<file path="src/rtl/scale_mux_pkg.sv">
// Shared constants for the scale_mux slice: default data width and register reset value.
package scale_mux_pkg;

    localparam int DEFAULT_WIDTH = 8;
    localparam int MAX_WIDTH     = 64;

    // Wide enough for any legal WIDTH; users slice off the low WIDTH bits.
    localparam logic [MAX_WIDTH-1:0] RESET_VALUE = '0;

endpackage

</file>
<file path="src/rtl/scale_mux_reg.sv">
// Pipeline register for scale_mux: captures data and select every cycle, async reset.
// Adds a registered even-parity bit when SCALE_MUX_PARITY_EN is defined.
module scale_mux_reg
    import scale_mux_pkg::*;
#(
    parameter int WIDTH = DEFAULT_WIDTH
) (
    input  logic             clk,
    input  logic             rst,
    input  logic [WIDTH-1:0] d,
    input  logic             d_sel,
    output logic [WIDTH-1:0] q,
    output logic             q_sel
`ifdef SCALE_MUX_PARITY_EN
    ,
    output logic             q_par
`endif
);

    logic [WIDTH-1:0] q_reg;
    logic             sel_reg;

    always_ff @(posedge clk or posedge rst) begin
        if (rst) begin
            q_reg   <= RESET_VALUE[WIDTH-1:0];
            sel_reg <= 1'b0;
        end else begin
            q_reg   <= d;
            sel_reg <= d_sel;
        end
    end

    assign q     = q_reg;
    assign q_sel = sel_reg;

`ifdef SCALE_MUX_PARITY_EN
    logic par_reg;

    // Parity is taken from the incoming data so it lands in the same cycle as q_reg.
    always_ff @(posedge clk or posedge rst) begin
        if (rst) begin
            par_reg <= 1'b0;
        end else begin
            par_reg <= ^d;
        end
    end

    assign q_par = par_reg;
`endif

endmodule

</file>
<file path="src/rtl/scale_mux.sv">
// 2:1 mux with combinational output plus a registered copy of data and select.
// Define SCALE_MUX_PARITY_EN to add the registered parity output par_q.
module scale_mux
    import scale_mux_pkg::*;
#(
    parameter int WIDTH = DEFAULT_WIDTH
) (
    input  logic             clk,
    input  logic             rst,
    input  logic [WIDTH-1:0] a,
    input  logic [WIDTH-1:0] b,
    input  logic             sel,
    output logic [WIDTH-1:0] out,
    output logic [WIDTH-1:0] out_q,
    output logic             sel_q
`ifdef SCALE_MUX_PARITY_EN
    ,
    output logic             par_q
`endif
);

    // The conditional operator merges a and b bitwise when sel is unknown.
    assign out = sel ? b : a;

    scale_mux_reg #(
        .WIDTH (WIDTH)
    ) u_reg (
        .clk   (clk),
        .rst   (rst),
        .d     (out),
        .d_sel (sel),
        .q     (out_q),
        .q_sel (sel_q)
`ifdef SCALE_MUX_PARITY_EN
        ,
        .q_par (par_q)
`endif
    );

endmodule

</file>
<file path="config.mk">
export PLATFORM = sky130hd
export DESIGN_NAME = scale_mux
export DESIGN_NICKNAME = d
export VERILOG_FILES = /design/src/rtl/scale_mux_pkg.sv /design/src/rtl/scale_mux_reg.sv /design/src/rtl/scale_mux.sv
export SDC_FILE = /design/constraint.sdc
export NUM_CORES = 1
export LEC_CHECK = 0
export ABC_AREA = 1
export CORE_AREA = 3 3 40 42
export DETAILED_ROUTE_END_ITERATION = 10
export DIE_AREA = 0 0 43 45
export PLACE_DENSITY = 0.81
export REMOVE_ABC_BUFFERS = 1
export SETUP_SLACK_MARGIN = 0.02
export SLEW_MARGIN = 40
export SYNTH_ARGS = -nofsm -noshare
export SYNTH_HDL_FRONTEND = slang
export SYNTH_HIERARCHICAL = 1
export SYNTH_SLANG_ARGS = --single-unit
</file>
<file path="constraint.sdc">
create_clock -name clk -period 0.8 [get_ports clk]
set_input_delay 0.16 -clock clk [delete_from_list [all_inputs] [get_ports clk]]
set_output_delay 0.16 -clock clk [all_outputs]
set_load 0.1 [all_outputs]
</file>
==> Word level (Yosys, flattened, before mapping) <==
Index checks and enable logic that the tools add are counted.
{ "totals": {"ff_bits": 9, "latchBits": 0, "ram_bits": 0, "romBits": 0, "in_bits": 19, "out_inout_bits": 17, "wordCells": 3, "mem_count": 0} }
{ "classes": {"addsub": 0, "mul": 0, "n_div": 0, "n_lt_le_gt_ge": 0, "eq_ne": 0, "shifts": 0, "muxes": 1, "n_bitwise": 0, "reduce_logical": 0} }
{ "ops": {"columns": ["operator", "count"], "rows": [
  ["two-way mux 8 bit", 1]
]} }

==> Logic depth before layout (Yosys ltp) <==
Gate-level depths: netlist of the first run.
{ "logic_depth": {"ltp_word": 1, "mapped_depth": 4, "mapped_depth_nobuf": 3} }

==> Cells and area by module <==
Netlist of the first run, hierarchy kept.
{ "modules_own_cells": {"columns": ["module", "n_inst", "cells_per_inst", "area_each_um2", "seq_area_each_um2"], "rows": [
  ["scale_mux_reg", 1, 10, 229.0, 225.2],
  ["scale_mux", 1, 26, 105.1, 0.0]
]} }

==> Worst setup path after synthesis of the first run <==
Ideal clock, no wire load.
{ "synth_path": {"kind": "input port to flip-flop", "from": "input sel", "to": "register u_reg.q_reg[0] (netlist: u_reg/q[0])", "setup_ns": 0.384, "arrival_time_ns": 0.909, "t_required_ns": 0.416, "slack_ns": -0.493, "path_stages": 4, "path_buffers": 1, "path_cell_list": "buf_6 -> inv_2 -> nand2_1 -> nand2_1"} }
{ "synth_between": {"elab_chain_cells": 1} }
{ "synth_lines": {"columns": ["item", "line_no", "source"], "rows": [
  ["from (decl)", "scale_mux.sv:12", "input logic sel,"],
  ["two-way mux 8 bit", "scale_mux.sv:23", "assign out = sel ? b : a;"],
  ["named net out[0]", "scale_mux.sv:13", "output logic [WIDTH-1:0] out,"],
  ["to (signal assigned)", "scale_mux_reg.sv:25", "q_reg <= RESET_VALUE[WIDTH-1:0];"],
  ["to (decl)", "scale_mux_reg.sv:20", "logic [WIDTH-1:0] q_reg;"]
]} }
The timed path passes the listed nets, and every way through them passes these cells.

==> Worst setup path in the final report of the first run <==
{ "layout_path": {"from": "register u_reg.q_reg[7] (netlist: u_reg/q[7])", "to": "output out_q[7]"} }
{ "layout_lines": {"columns": ["item", "line_no", "source"], "rows": [
  ["to (decl)", "scale_mux.sv:14", "output logic [WIDTH-1:0] out_q,"]
]} }
No word-level cell between the ends.

==> results by group, run 1 <==
Layout
  – Antenna diode count: 0
  – Share of cells above drive strength 1: 72.63%
  – Max reg flops: 8
  – Final instance area: 1210 µm²
  – Synthesis-to-layout area growth: 262.2%
  – Core Util, Final: roughly 94%
  – Final nets: 115

Synthesis
  – Synth cell count leaders: nand2_1 (24), dfrtp_1 (9), buf_6 (1), inv_1 (1), inv_2 (1)
  – Top cells by area, synth: dfrtp_1 (67%), nand2_1 (27%), buf_6 (3.4%)
  – Area share of the largest cell type after synthesis: 67.42%
  – Post-synthesis sequential area ratio: 67.42%
  – Top-count cell post-synth: nand2_1
  – Synthesized area: 334.1 µm²
  – FF+latch count, synth: 9
  – Syn avg cell area: between 9 and 10 µm²
  – Distinct cells, synth: 5
  – Ys Warns: 6
  – Post-synth EDFFs: 0
  – Area leader, netlist: dfrtp_1
  – Top_reg_cell synth: dfrtp_1
  – Ys async rst share: 100.0%
  – Mapped Cells: 36

Critical path
  – Largest delay share family, worst path: flip-flops
  – Slowest CP cell: dfrtp_1
  – CP endpoint kind: output pin
  – WS Path Type: reg -> out
  – Critical path, cell by cell: buf_12
  – CP Data Arrival Time: 0.87 ns
  – Worst EP required: between 0.6 and 0.7 ns
  – Setup crit start kind: flip-flop
  – Crit path buf inv count: 1
  – Worst Path Max Fanout: 1
  – Max incr delay on CP: 0.42 ns

Clocking
  – Inserted Clock Buffers: 3
  – CTS H-tree depth: 1
  – CTS root buf: clkbuf_4
  – CTS tree: yes
  – CTS Hold Bufs: 0
  – Clk slew on worst S/H paths: 0.07 ns
  – CTS max path bufs: 2
  – Clock sinks: 9

Power and ir drop
  – Worst vdd rail ir drop: 0.001288 V
  – PD cells: 1687 nW/µm²
  – Leak: slightly above 0.6 nW
  – Power Total: ~2 mW

Floorplanning
  – Core ar.: 1285 µm²
  – Row count: 13
  – Chip height: 45 µm
  – DIE WIDTH: 43 µm
  – Number of top-level pins: 36
  – Effective utilization at floorplan: 26.00%
  – Full die area: 1935 µm²

STA
  – Tmin final: around 1.0 ns
  – Final hold violations: 0
  – Fmax: 970.6 MHz
  – Max-Slew Margin vs Limit: around three quarters
  – Period utilization: 128.8%
  – Final worst slack: -0.2303 ns
  – Setup TNS: -2.413 ns
  – Worst slew pin tran: 0.3621 ns
  – Final setup vio count: 17
  – RSZ-0062 raised after global routing: yes
  – Slew Limit Fails: 0

Drt
  – Post-route ant nets: 0
  – Metal3 WL: 88 µm
  – DR vias: 514
  – Pre-antenna DRT Iters: 4
  – DRT Wirelength: 2088 µm
  – DRC viols: 0
  – WL per Instance: 18.98 µm
  – M1 wire length: 919 µm
  – DR top layer: met4
  – DR iter-0 viols: 7
  – Metal2 WL: approximately 1000 µm
  – DR vias/cell: 4.673

Global routing
  – First-pass GRT wire length: 2490 µm
  – Overall routing resource usage: between 10% and 20%
  – Gr ovfl total: 0
  – Largest net degree at the start of global routing: 10
  – Initial antenna violation count: 0
  – Vias in the first global route: around 500

Min path
  – Worst Hold Class: in -> async

Outcome
  – Run status: finished, violations left
  – Failing checks: setup timing

Place
  – DP HPWL: roughly 960 µm
  – Routability cong.: 0.7116
  – PortBufs: 35
  – Post-DP Area: 922.1 µm²
  – Pre-CTS setup slack: -0.5909 ns

Job
  – Max Cap Violations: 0
==> power by group <==
| group | switching, mW | internal (mW) | leakage [nW] |
|---|---|---|---|
| Sequential | 0.0340 | 0.489 | 0.107 |
| Clock | 0.170 | 0.193 | 0.0150 |
| Combinational | 0.697 | 0.458 | 0.492 |
| Total | 0.901 | 1.14 | 0.614 |
==> cell type report <==
type | instances | area (µm²)
clock buffers | 4 | 26.28
fillers | 33 | 75.07
inverters | 2 | 20.02
multi-input cells | 24 | 227.7
flip-flops and latches | 9 | 225.2
well taps | 15 | 18.77
repair buffers | 56 | 691.9
==> per-layer routing <==
layer	vias up	global-route usage, %
li1	224	-
met1	255	23.44
met2	27	29.64
met3	8	3.984
met4	0	7.229
met5	-	0
==> worst paths after layout <==
kind	cells past startpoint	startpoint	slack, ns	endpoint
max	1	u_reg/q[7]	-0.23	out_q[7]
max in group asynchronous	2	rst	0.36	u_reg/q[0]
min in group clk	2	sel	0.18	u_reg/q_sel
min	2	rst	0.17	u_reg/q[5]
==> kinds of logic (layout without fill, tap and decap cells) <==
group	count (synthesis)	in the layout	share of synthesized area, %
buffers and inverters	3	62	5.616
AND/OR/NAND/NOR	24	24	26.97
flip-flops	9	9	67.42
==> cell usage in the layout (no fill, tap or decap), drive strengths merged <==
cell           count
buf               39
nand2             24
clkdlybuf4s15     12
dfrtp              9
clkbuf             7
clkinv             1
clkdlybuf4s50      1
dlygate4sd2        1
inv                1
==> per-stage QoR <==
| stage | instances | hold WS (ns) |
|---|---|---|
| final | 110 | 0.1710 |
| after global routing | 110 | 0.1689 |
| after CTS | 106 | 0.1509 |
| after detailed placement | 93 | 0.4245 |
| after global placement | 93 | 0.4264 |
| after floorplan | 35 | -0.01208 |
==> repair_timing <==
| action | 4_1_cts | 5_1_grt |
|---|---|---|
| endpoints found under the setup margin | 25 | 17 |
| pin swaps | 23 | 16 |
| gates resized for setup | 60 | 30 |
| setup buffers | 9 | 4 |
| gates cloned | 0 | 0 |
Note: power is estimated with default switching activity, not from simulation.
==> inputs of run 2 (changes only) <==
Settings changed: SETUP_SLACK_MARGIN 0.02 to unset, SLEW_MARGIN 40 to 20.
==> results of run 2 <==
No change in the layout: final DEF, timing and power equal those of run 1.
==> inputs of run 3 (changes only) <==
Settings changed: CTS_BUF_LIST set to sky130_fd_sc_hd__clkbuf_8 sky130_fd_sc_hd__clkbuf_16.
==> run 3 against run 2 <==
Compared with the run above: the run now fails in global routing (5_1_grt); synthesized area did not move; synthesized cell count unchanged.
==> results by group, run 3 <==
Synthesis
  – Top-count cell post-synth: nand2_1
  – Synth cell count leaders: nand2_1 (24), dfrtp_1 (9), buf_6 (1), inv_1 (1), inv_2 (1)
  – Post-synth EDFFs: 0 (unchanged)
  – Distinct cells, synth: 5 (unchanged)
  – Area share of the largest cell type after synthesis: 67.42% (unchanged)
  – Syn avg cell area: 9.280 µm² (unchanged)
  – FF+latch count, synth: 9 (unchanged)
  – Synthesized area: 334.1 µm² (unchanged)
  – Top cells by area, synth: dfrtp_1 (67%), nand2_1 (27%), buf_6 (3.4%)
  – Ys async rst share: 100.0% (unchanged)
  – Ys Warns: 6 (unchanged)
  – Post-synthesis sequential area ratio: 67.42% (unchanged)
  – Mapped Cells: 36 (unchanged)
  – Top_reg_cell synth: dfrtp_1
  – Area leader, netlist: dfrtp_1

Place
  – Post-DP Area: 922.1 µm² (unchanged)
  – Routability cong.: 0.7116 (unchanged)
  – PortBufs: 35 (unchanged)
  – Dpl cells: 93 (unchanged)
  – DP HPWL: 957.6 µm (unchanged)

Outcome
  – Run status: stopped before the end
  – Error: [ERROR DPL-0033] detailed placement checks failed during check placement.
  – Last stage: global routing (5_1_grt)

Clocking
  – CTS H-tree depth: 1 (unchanged)
  – CTS max path bufs: 2 (unchanged)
  – Inserted Clock Buffers: 3 (unchanged)
  – CTS Hold Bufs: 0 (unchanged)
  – Clock sinks: 9 (unchanged)
  – CTS root buf: clkbuf_8

STA
  – Grt repair worst endpoint: out_q[0]
  – WEP type: primary output

Floorplanning
  – Chip height: 45 µm (unchanged)
  – Number of top-level pins: 36 (unchanged)
  – Row count: 13 (unchanged)
  – DIE WIDTH: 43 µm (unchanged)
  – Effective utilization at floorplan: 26.00% (unchanged)

Global routing
  – Largest net degree at the start of global routing: 10
  – Initial antenna violation count: 0
-- run 3: cell counts after synthesis --
Identical to the previous run, type by type.
-- run 3: cell families after synthesis --
logic type / synth area share (%)
and+or+nand+nor: 26.97
buffers and inverters: 5.616
DFF: 67.42
-- run 3: per-stage QoR --
stage | hold WS [ns] | setup TNS [ns] | setup WS [ns]
after global placement | 0.4264 | -7.331 | -0.5554
after floorplan | -0.01208 | -7.688 | -0.3754
after detailed placement | 0.4245 | -7.808 | -0.5909
after CTS | 0.1850 | -1.883 | -0.1743
-- run 3: what timing repair did --
item                                    CTS
setup buffers                             9
resized for setup                        60
pin swaps                                23
endpoints found under the setup margin   25
endpoints found under the hold margin     0
==> inputs of run 4 (changes only) <==
Settings changed: CORE_AREA 3 3 40 42 to 3 3 64 66, CTS_BUF_LIST sky130_fd_sc_hd__clkbuf_8 sky130_fd_sc_hd__clkbuf_16 to unset, DIE_AREA 0 0 43 45 to 0 0 67 69, PLACE_DENSITY 0.81 to unset, PLACE_DENSITY_LB_ADDON set to 0.15.
==> run 4 against run 3 <==
Compared with the run above: the flow now finishes, with violations (setup timing).
==> results by group, run 4 (synthesis gave the netlist of run 1 again) <==
Outcome
  – Run status: finished, violations left
  – Failing checks: setup timing

Place
  – DP HPWL: 1096 µm (+14%)
  – Routability cong.: 0.6216 (-13%)
  – PortBufs: 35 (unchanged)
  – Pre-CTS setup slack: -0.6083 ns (-0.01744 ns)

Clocking
  – CTS Hold Bufs: 0 (unchanged)
  – CTS max path bufs: 2 (unchanged)
  – CTS H-tree depth: 1 (unchanged)
  – Inserted Clock Buffers: 3 (unchanged)
  – Clock sinks: 9 (unchanged)
  – CTS tree: yes
  – Clk slew on worst S/H paths: about 0.050 ns
  – CTS root buf: clkbuf_8

STA
  – Period utilization: 121.7%
  – Final hold violations: 0
  – Slew Limit Fails: 0
  – RSZ-0062 raised after global routing: yes
  – Fmax: 1027 MHz
  – Max-Slew Margin vs Limit: 90.90%
  – Setup TNS: -1.864 ns
  – Tmin final: around 1 ns
  – Worst slew pin tran: 0.1365 ns
  – Final setup vio count: 17
  – Final worst slack: -0.1737 ns

Drt
  – DR iter-0 viols: 4
  – Post-route ant nets: 0
  – Pre-antenna DRT Iters: 2
  – DRC viols: 0
  – WL per Instance: approximately 11 µm
  – DR vias: 458
  – DRT Wirelength: 1471 µm
  – DR vias/cell: 3.343

Global routing
  – Largest net degree at the start of global routing: 10
  – Gr ovfl total: 0
  – Overall routing resource usage: 6.669%
  – Vias in the first global route: just under 500
  – First-pass GRT wire length: 2221 µm
  – Initial antenna violation count: 0

Power and ir drop
  – Leak: between 0.5 and 0.6 nW
  – Switching portion of total power: 41.46%
  – Internal Power: 1.264 mW
  – Worst vdd rail ir drop: 0.0006088 V
  – Clock share of power: 25.9%
  – Net Switching: slightly below 900 µW
  – PD cells: 1787 nW/µm²
  – Reg power frac: between 20% and 30%
  – Gate power share: about half

Layout
  – Area occupied by registers: ~230 µm²
  – Core Util, Final: 33.26%
  – Max reg flops: 8
  – Footprint of the multi-input gates: 215.2 µm²
  – Antenna diode count: 0
  – Final nets: 109
  – Most common cell after layout, fill and taps aside: buf_12
  – Synthesis-to-layout area growth: 261.8%
  – Commonest non-fill, non-tap cells in the layout: buf_12 (18), nand2_4 (14), clkdlybuf4s15_1 (13), buf_4 (13), dfrtp_1 (9)
  – Share of cells above drive strength 1: 69.66%
  – # fillers: 391

Floorplanning
  – Effective utilization at floorplan: 9.194% (-17 points)
  – Full die area: 4623 µm²
  – Chip height: 69 µm (+53%)
  – Row count: 22 (+9)
  – DIE WIDTH: 67 µm (+56%)
  – Core ar.: 3633 µm²
  – Number of top-level pins: 36 (unchanged)

Critical path
  – Slowest CP cell: dfrtp_1
  – Max incr delay on CP: about 0.4 ns
  – Worst EP required: 0.64 ns
  – Worst Path Max Fanout: 1
  – Critical path, cell by cell: buf_12
  – Largest delay share family, worst path: flip-flops
  – CP endpoint kind: output pin
  – Crit path buf inv count: 1
  – CP Data Arrival Time: 0.81 ns
  – WS Path Type: reg -> out
  – Setup crit start kind: flip-flop

Min path
  – Worst Hold Class: in -> async

Job
  – Max Cap Violations: 0
==> run 4: path summary, 6_finish.rpt <==
path                              from          to  cells after the start
max in group asynchronous          rst  u_reg/q[2]                      3
worst max-delay path       u_reg/q_sel       sel_q                      1
worst min-delay path               rst  u_reg/q[1]                      3
min in group clk                   sel  u_reg/q[6]                      4
==> run 4: repair_timing <==
item                                    CTS  global route
pin swaps                                24            14
resized for setup                        60            27
endpoints found under the setup margin   25            17
setup buffers                             7             1
==> run 4: power by group through the flow <==
stage / registers [mW] / logic, mW / clock network (mW)
after global placement: 0.526 / 0.971 / 0
after global routing: 0.521 / 1.12 / 0.592
after CTS: 0.519 / 1.03 / 0.575
after detailed placement: 0.527 / 0.972 / 0
after floorplan: 0.756 / 0.281 / 0
final: 0.518 / 1.08 / 0.559
==> run 4: routing by layer <==
metal  vias up  share of wire (%)  GRT usage [%]
li1        212                  -              -
met3         6                 11          2.769
met1       214                 36          6.567
met5         -                  0              0
met4         0                2.3          4.054
met2        26                 51          11.24
==> run 4: cell type report <==
type	instances	share of cell area, %
Timing Repair Buffer	50	53.21
Clock buffer	4	3.727
Tap cell	48	4.969
Sequential cell	9	18.63
Multi-Input combinational cell	24	17.81
Inverter	2	1.656
==> run 4: stage by stage <==
stage / cell area (µm²) / total power [mW] / std cells / hold slack [ns]
finish: 1209 / 2.159 / 137 / 0.2029
global route: 1209 / 2.233 / 137 / 0.2219
CTS: 1124 / 2.128 / 136 / 0.2113
detailed placement: 955.9 / 1.499 / 125 / 0.4542
global placement: 955.9 / 1.496 / 125 / 0.4642
floorplan: 322.8 / 1.038 / 35 / -0.01208
